==> src/rtl/bus_key_responder.sv <==
// Bus-snooping key responder: a nibble sequence on qualified reads unlocks an
// LFSR keystream that advances on every qualified read until a write or timeout relocks it.
module bus_key_responder #(
    parameter int                           STATE_W    = 6,
    parameter int                           DOUT_W     = 2,
    parameter int                           UNLOCK_LEN = 4,
    parameter logic [4*UNLOCK_LEN-1:0]      UNLOCK_SEQ = 16'hC3A5,
    parameter logic [STATE_W-1:0]           TAPS       = 6'h30,
    parameter logic [STATE_W-1:0]           SEED       = 6'h21,
    parameter logic [DOUT_W*STATE_W-1:0]    OUT_MASK   = {6'h16, 6'h29},
    parameter int                           TIMEOUT    = 255
) (
    input  logic               clk,
    input  logic               rst_n,
    input  logic               acc_stb,
    input  logic               sser,
    input  logic               ba13,
    input  logic               ba12,
    input  logic [3:0]         ba_nib,
    input  logic               br_w,
    output logic [DOUT_W-1:0]  dout,
    output logic               dout_oe,
    output logic               unlocked,
    output logic [STATE_W-1:0] state_o
);
    localparam int IDX_W = (UNLOCK_LEN > 1) ? $clog2(UNLOCK_LEN) : 1;
    localparam logic [IDX_W-1:0] IDX_LAST  = IDX_W'(UNLOCK_LEN - 1);
    localparam logic [IDX_W-1:0] IDX_ONE   = IDX_W'(1);
    localparam logic [15:0]      IDLE_LAST = 16'(TIMEOUT - 1);

    typedef enum logic {LOCKED, RUN} fsm_t;

    fsm_t               fsm;
    logic [IDX_W-1:0]   idx;
    logic [STATE_W-1:0] state;
    logic [15:0]        idle_cnt;
    logic               win;
    logic               qual;
    logic [3:0]         exp_nib;
    logic [STATE_W-1:0] lfsr_next;

    assign win     = ~sser & ~ba13 & ba12;
    assign qual    = acc_stb & win;
    assign exp_nib = UNLOCK_SEQ[{idx, 2'b00} +: 4];

    // All-zero is a lock-up state for an XOR LFSR, so it is replaced by 1.
    always_comb begin
        lfsr_next = {state[STATE_W-2:0], ^(state & TAPS)};
        if (lfsr_next == '0)
            lfsr_next = STATE_W'(1);
    end

    genvar k;
    generate
        for (k = 0; k < DOUT_W; k++) begin : g_dout
            assign dout[k] = ^(state & OUT_MASK[k*STATE_W +: STATE_W]);
        end
    endgenerate

    assign dout_oe  = rst_n & (fsm == RUN) & qual & br_w;
    assign unlocked = (fsm == RUN);
    assign state_o  = state;

    always_ff @(posedge clk) begin
        if (!rst_n) begin
            fsm      <= LOCKED;
            idx      <= '0;
            state    <= '0;
            idle_cnt <= '0;
        end else begin
            case (fsm)
                LOCKED: begin
                    if (qual) begin
                        if (!br_w) begin
                            idx <= '0;
                        end else if (ba_nib == exp_nib) begin
                            if (idx == IDX_LAST) begin
                                idx      <= '0;
                                state    <= SEED;
                                idle_cnt <= '0;
                                fsm      <= RUN;
                            end else begin
                                idx <= idx + 1'b1;
                            end
                        end else begin
                            // A mismatching nibble may itself be the start of a new attempt.
                            idx <= (ba_nib == UNLOCK_SEQ[3:0]) ? IDX_ONE : '0;
                        end
                    end
                end
                RUN: begin
                    if (qual) begin
                        idle_cnt <= '0;
                        if (br_w) begin
                            state <= lfsr_next;
                        end else begin
                            fsm   <= LOCKED;
                            idx   <= '0;
                            state <= '0;
                        end
                    end else if (idle_cnt == IDLE_LAST) begin
                        fsm      <= LOCKED;
                        idx      <= '0;
                        state    <= '0;
                        idle_cnt <= '0;
                    end else begin
                        idle_cnt <= idle_cnt + 1'b1;
                    end
                end
                default: fsm <= LOCKED;
            endcase
        end
    end
endmodule

==> config.mk <==
export PLATFORM = sky130hd
export DESIGN_NAME = bus_key_responder
export DESIGN_NICKNAME = d
export VERILOG_FILES = /design/src/rtl/bus_key_responder.sv
export SDC_FILE = /design/constraint.sdc
export NUM_CORES = 1
export LEC_CHECK = 0
export CAP_MARGIN = 10
export CORE_UTILIZATION = 40
export CTS_CLUSTER_DIAMETER = 80
export DETAILED_ROUTE_END_ITERATION = 10
export GPL_ROUTABILITY_DRIVEN = 1
export PLACE_DENSITY = 0.71
export SYNTH_ARGS = -nofsm -noshare
export SYNTH_HDL_FRONTEND = slang
export SYNTH_SLANG_ARGS = --single-unit
==> constraint.sdc <==
create_clock -name clk -period 2.2 [get_ports clk]
set_input_delay 0.22 -clock clk [delete_from_list [all_inputs] [get_ports clk]]
set_output_delay 0.22 -clock clk [all_outputs]
set_load 0.005 [all_outputs]
==> impl_metrics.ini, run 1 <==
[grt]
first_global_vias = 1415
grt_pass1_wl_um = 6470
overflow = 0
groute.usage.overall_pct = 20.2
grt_max_degree = 14
antenna_found_initial = 0

[detailed_routing]
drtIter0Drc = 47
postRouteAntennaNets = 0
drt_wl_total_um = 3690
drc = 0
vias = 1472
viasPerCell = 5.64
wire_per_inst_um = 14.2
firstDrtPassIters = 4

[power_and_ir_drop]
total_power_uw = 711
power_density_mw_per_mm2 = 367
p_leak_uw = 0.000667
peakVddDrop_uv = 216

[setup_path]
critical_path_depth = 8
crit_path_cell_trace = buf_4 -> ha_2 -> or3_4 -> a22oi_4 -> a22oi_4 -> buf_6 -> or4_4 -> a21oi_2
slowest_stage = or4_4
crit_arrival_ps = 2390
worst_setup_path_end_kind = flop
critical_path_class = flop to flop
crit_path_frequent_cell = a22oi_4
crit_family = simple AND/OR/NAND/NOR gates
reg2reg_depth = 8
critPathLaunchType = flop
worst-path-max-fanout = 6
crit_required_ps = 2470
max_stage_delay_ps = 410
timing.critical_path.buf_inv = 2

[clocking]
cts_tree = built
htreeDepth = 1
cts.sinks = 25
cts_root_buffer = clkbuf_4
cts_buffers = 3
clkLatencyLatePin_ps = 320
cts_buffer_depth = 2
path_clk_slew_ps = 130

[outcome]
outcome = completed

[die]
initial_core_util_pct = 43.0
dieArea_sq_mm = 0.00392
die_h_um = 62.6
row_count = 21
io_pins = 21
die_x_um = 62.6
core_region_area_sq_mm = 0.00342

[layout]
n_fill_cell = 320
fin_nets = 233
fin_util_pct = 56.8
antenna_cells = 0
area_growth_pct = 32.1
layout-drive-gt1-share_pct = 21.4

[hold_path]
whs_path_depth = 2
hold_class = flop to flop

[logic_synthesis]
ys_warn_count = 0
synthFlopType = dfxtp_1
synth.distinct_cells = 47
synth_nets = 193
synth_top_area_share_pct = 34.1
synthesis.instances = 176
async_flop_share_pct = 0
synth-seq-cells = 25
synth.cell_area_sq_mm = 0.00147
yosysTopAreaCell = dfxtp_1
synth_edf_count = 0
netlist_top_cells_area = dfxtp_1 (34%), nand2_1 (5.9%), ha_1 (5.1%), a21oi_1 (4.4%), or4_1 (3.6%)
avgSynthCellArea_sq_um = 8.34
ys_seq_area_share_pct = 34.1

[sta]
final_hold_viol_count = 0
rsz0062_at_grt = false
min_period_ps = 2130
fin_skew_ps = 4.67
slew_violations = 0
worstMarginPinSlew_ps = 529
whs_ps = 496
fmaxAchievable_mhz = 470
period_share_pct = 96.6
setup-violations-final = 0
max-slew-margin-rel_pct = 64.4

[place]
hpwl_um = 2630
port_buffers = 20
gp_congestion = 0.818

[job]
drv_cap = 0
-- path summary, 6_finish.rpt --
| kind | slack [ps] | from | end |
|---|---|---|---|
| worst max-delay path | 70 | idx[1] | idle_cnt[9] |
| worst max register to register | 70 | idx[1] | idle_cnt[9] |
| worst min-delay path | 500 | idle_cnt[15] | idle_cnt[15] |
| worst min register to register | 500 | idle_cnt[15] | idle_cnt[15] |
-- timing repair --
item / 4_1_cts / 5_1_grt
hold buffers: 0 / 0
setup endpoints to repair: 3 / 15
resized for setup: 8 / 8
buffers inserted: 6 / 1
pin swaps: 4 / 9
-- worst reg2reg max path: cells and delay by family, from the launching register on --
kind / cells / cell delay, ps
compound gates: 3 / 450
fa+ha+maj: 1 / 190
buf+inv: 2 / 300
flops: 1 / 340
simple gates: 2 / 790
-- final cells by class --
class	count	area, sq um	share of cell area (%)
timing repair buffer	40	362	18.6
clock buffer	4	26.3	1.35
tap	46	57.6	2.97
inverter	9	33.8	1.74
sequential	25	503	25.9
multi-input combinational	137	957	49.4
-- placed cells by master, fill, tap and decap left out, drive strengths merged, types with 3 or more instances in the layout --
cell	synthesis	final
a21oi	13	13
or4	7	7
o21ai	10	10
nand3	10	10
buf	4	20
clkdlybuf4s50	0	20
nand2	23	23
xnor2	3	3
and3	4	4
inv	8	8
clkbuf	1	4
ha	6	6
o31ai	5	5
nor2	9	9
a31oi	6	6
dfxtp	25	25
or3	5	5
-- cells in the mapped netlist, types with 2 or more instances --
cell type	number
o21ai_0	9
and2_1	2
nand3b_1	2
or3_1	5
xor2_1	2
or4_1	7
buf_2	2
a211oi_1	2
and3_1	4
a21oi_1	13
nor4_1	2
nand2b_1	2
nand3_1	10
dfxtp_1	25
ha_1	6
xnor2_1	3
a22oi_4	2
and4_1	2
o31ai_1	5
inv_1	8
nor2_1	9
o221a_2	2
a31oi_1	5
nand4b_1	2
nand2_1	23
-- power by group --
group	internal, uW	switching, uW	leakage, uW	total [uW]
Clock	71.0	133	0.0000150	204
Combinational	31.1	23.5	0.000450	54.6
Sequential	453	0.0230	0.000202	453
-- logic make-up (layout without fill, tap and decap cells) --
logic type / Yosys count / after routing / synth area share [%]
AND/OR/NAND/NOR: 76 / 76 / 28.4
AO/OA/AOI/OAI: 50 / 50 / 24.8
flip-flops: 25 / 25 / 34.1
buffers and inverters: 14 / 53 / 4.60
adder cells (fa/ha/maj): 6 / 6 / 5.11
XOR/XNOR: 5 / 5 / 2.98
-- sequential cells by signal, summed over array words and instances (netlist names) --
signal and flops:
idle_cnt 16, unlocked 1, state_o 6, idx 2
-- through the flow --
step                cells  setup WS [ps]  setup TNS [ps]  cell area, sq um
floorplan             176           37.6               0              1480
global placement      250           32.8               0              1800
detailed placement    250          -51.5            -185              1800
CTS                   260           6.50               0              1910
global route          261           13.5               0              1940
finish                261           73.8               0              1940
-- layer usage --
| metal | part of all wire (%) | track usage (%) | up-vias |
|---|---|---|---|
| met3 | 2.2 | 2.01 | 4 |
| met1 | 46 | 27.0 | 718 |
| li1 | - | - | 729 |
| met2 | 51 | 33.2 | 21 |
| met4 | 1.1 | 7.85 | 0 |
| met5 | 0 | 0 | - |
Note: power is estimated with default switching activity, not from simulation.
==> run 2: changes to the inputs <==
Settings changed: CAP_MARGIN 10 to unset, CORE_UTILIZATION 40 to 45, PLACE_DENSITY 0.71 to 0.78.
==> run 2 against run 1 <==
Effect of this change:
- die area is 11% lower
- design area fell by 0.77%
- setup slack worse by 35 ps
- first-iteration DRC count rose by 8.5%
- wire length grew 0.27%
- global-route usage rose by 2.8 points
- sequential share of layout area rose by 0.20 points
- sequential power is essentially flat
- clock skew up 12 ps
- core utilization increased by 5.7 points
- via count is 0.68% lower
- fmax is 1.6% lower
- critical endpoint is now idle_cnt[7]
- largest power group unchanged
==> impl_metrics.ini, run 2 (synthesized netlist as in run 1, its figures left out) <==
[sta]
fin_skew_ps = 16.6
layout_setup_ws_ps = 39.0
worstMarginPinSlew_ps = 519
finalSetupTns_ps = 0
max-slew-margin-rel_pct = 65.1
period_share_pct = 98.2
slew_violations = 0
rsz0062_at_grt = true
whs_ps = 495
final_hold_viol_count = 0
min_period_ps = 2160
setup-violations-final = 0
fmaxAchievable_mhz = 463

[setup_path]
critPathLaunchType = flop
crit_path_cell_trace = inv_2 -> ha_4 -> or3b_4 -> a22oi_4 -> a22oi_4 -> or4_4 -> a21oi_2
max_stage_delay_ps = 520
critical_path_class = flop to flop
slowest_stage = or4_4
startpoint = idx[1]
crit_arrival_ps = 2440
r2r_setup_slack_ps = 40
crit_path_frequent_cell = a22oi_4
worst-path-max-fanout = 8
crit_family = simple AND/OR/NAND/NOR gates
reg2reg_from = idx[1]
r2r_end = idle_cnt[7]
crit_required_ps = 2480
timing.critical_path.buf_inv = 1
worst_setup_path_end_kind = flop
reg2reg_depth = 7

[detailed_routing]
viasPerCell = 5.78
drtIter0Drc = 51
vias = 1462
postRouteAntennaNets = 0
drt_wl_total_um = 3700
wire_per_inst_um = 14.6
drc = 0
firstDrtPassIters = 4

[die]
row_count = 20
dieArea_sq_mm = 0.00349
die_h_um = 59.1
io_pins = 21
initial_core_util_pct = 47.7
die_x_um = 59.1
core_region_area_sq_mm = 0.00308

[job]
drv_cap = 0

[grt]
grt_pass1_wl_um = 6190
antenna_found_initial = 0
overflow = 0
first_global_vias = 1414
groute.usage.overall_pct = 22.9
grt_max_degree = 15

[layout]
layout-drive-gt1-share_pct = 23.4
layout_common_cells = nand2_1 (23), dfxtp_1 (23), clkdlybuf4s50_1 (20)
area_growth_pct = 31.1
antenna_cells = 0
largest_reg_flops = 16
fin_util_pct = 62.5
top_register = idle_cnt
fin_nets = 227

[clocking]
ctsHoldBuffers = 0
path_clk_slew_ps = 150
cts_buffer_depth = 2
cts_root_buffer = clkbuf_4
cts_buffers = 3
cts.sinks = 25
cts_tree = built
htreeDepth = 1
clkLatencyLatePin_ps = 330

[power_and_ir_drop]
peakVddDrop_uv = 272
p_leak_uw = 0.000646
power_density_mw_per_mm2 = 372
total_power_uw = 715

[outcome]
outcome = completed

[hold_path]
hp-start = state_o[1]
holdPathEnd = state_o[2]
hold_class = flop to flop
whs_path_depth = 2

[place]
pre_cts_slack_ps = -53.4
port_buffers = 20
gp_congestion = 0.840
hpwl_um = 2690
[run 2: cell count changes in the layout (fill, tap and decap cells not counted), moves of 3 or more]
cell | before | now
buf_4 | 17 | 11
a21oi_1 | 10 | 6
a21oi_2 | 3 | 7
or4_1 | 5 | 2
or4_4 | 2 | 5
[run 2: repair_timing]
action / CTS / global route
cloned: 0 / 1
resized for setup: 5 / 17
setup endpoints to repair: 11 / 18
setup buffers: 2 / 1
pin swaps: 4 / 14
[run 2: layer usage]
layer	wire length (um)	global-route usage, %	up-vias
li1	-	-	728
met3	120	2.18	7
met4	66	7.48	0
met5	0	0	-
met2	1870	41.7	32
met1	1640	28.3	695
[run 2: final cells by class]
class	count	area, sq um
clock buffer	3	22.5
clock inverter	1	5.00
inverter	9	33.8
timing repair buffer	33	305
multi-input combinational	138	1000
tap	44	55.1
fill	269	1150
sequential	25	503
[run 2: per-stage QoR]
stage / area [sq um] / instances
global placement: 1770 / 245
finish: 1920 / 253
detailed placement: 1770 / 245
floorplan: 1480 / 176
global route: 1920 / 253
CTS: 1840 / 251
[run 2: worst max-delay path by stage]
stage,end,cells past startpoint
after global placement,idle_cnt[11],6
after global routing,idle_cnt[7],7
after floorplan,idle_cnt[7],8
after detailed placement,state_o[1],6
final,idle_cnt[7],7
after CTS,idle_cnt[10],8
[run 2: where the power goes]
part / internal [uW] / switching [uW] / leakage, uW
Sequential: 453 / 0.0233 / 0.000202
Clock: 68.3 / 143 / 0.0000177
Combinational: 27.2 / 23.9 / 0.000426
[run 2: worst reg2reg max path, stage by stage (launching register included)]
cell	delay [ps]
dfxtp_2	360
inv_2	40
ha_4	230
or3b_4	380
a22oi_4	300
a22oi_4	140
or4_4	520
a21oi_2	140
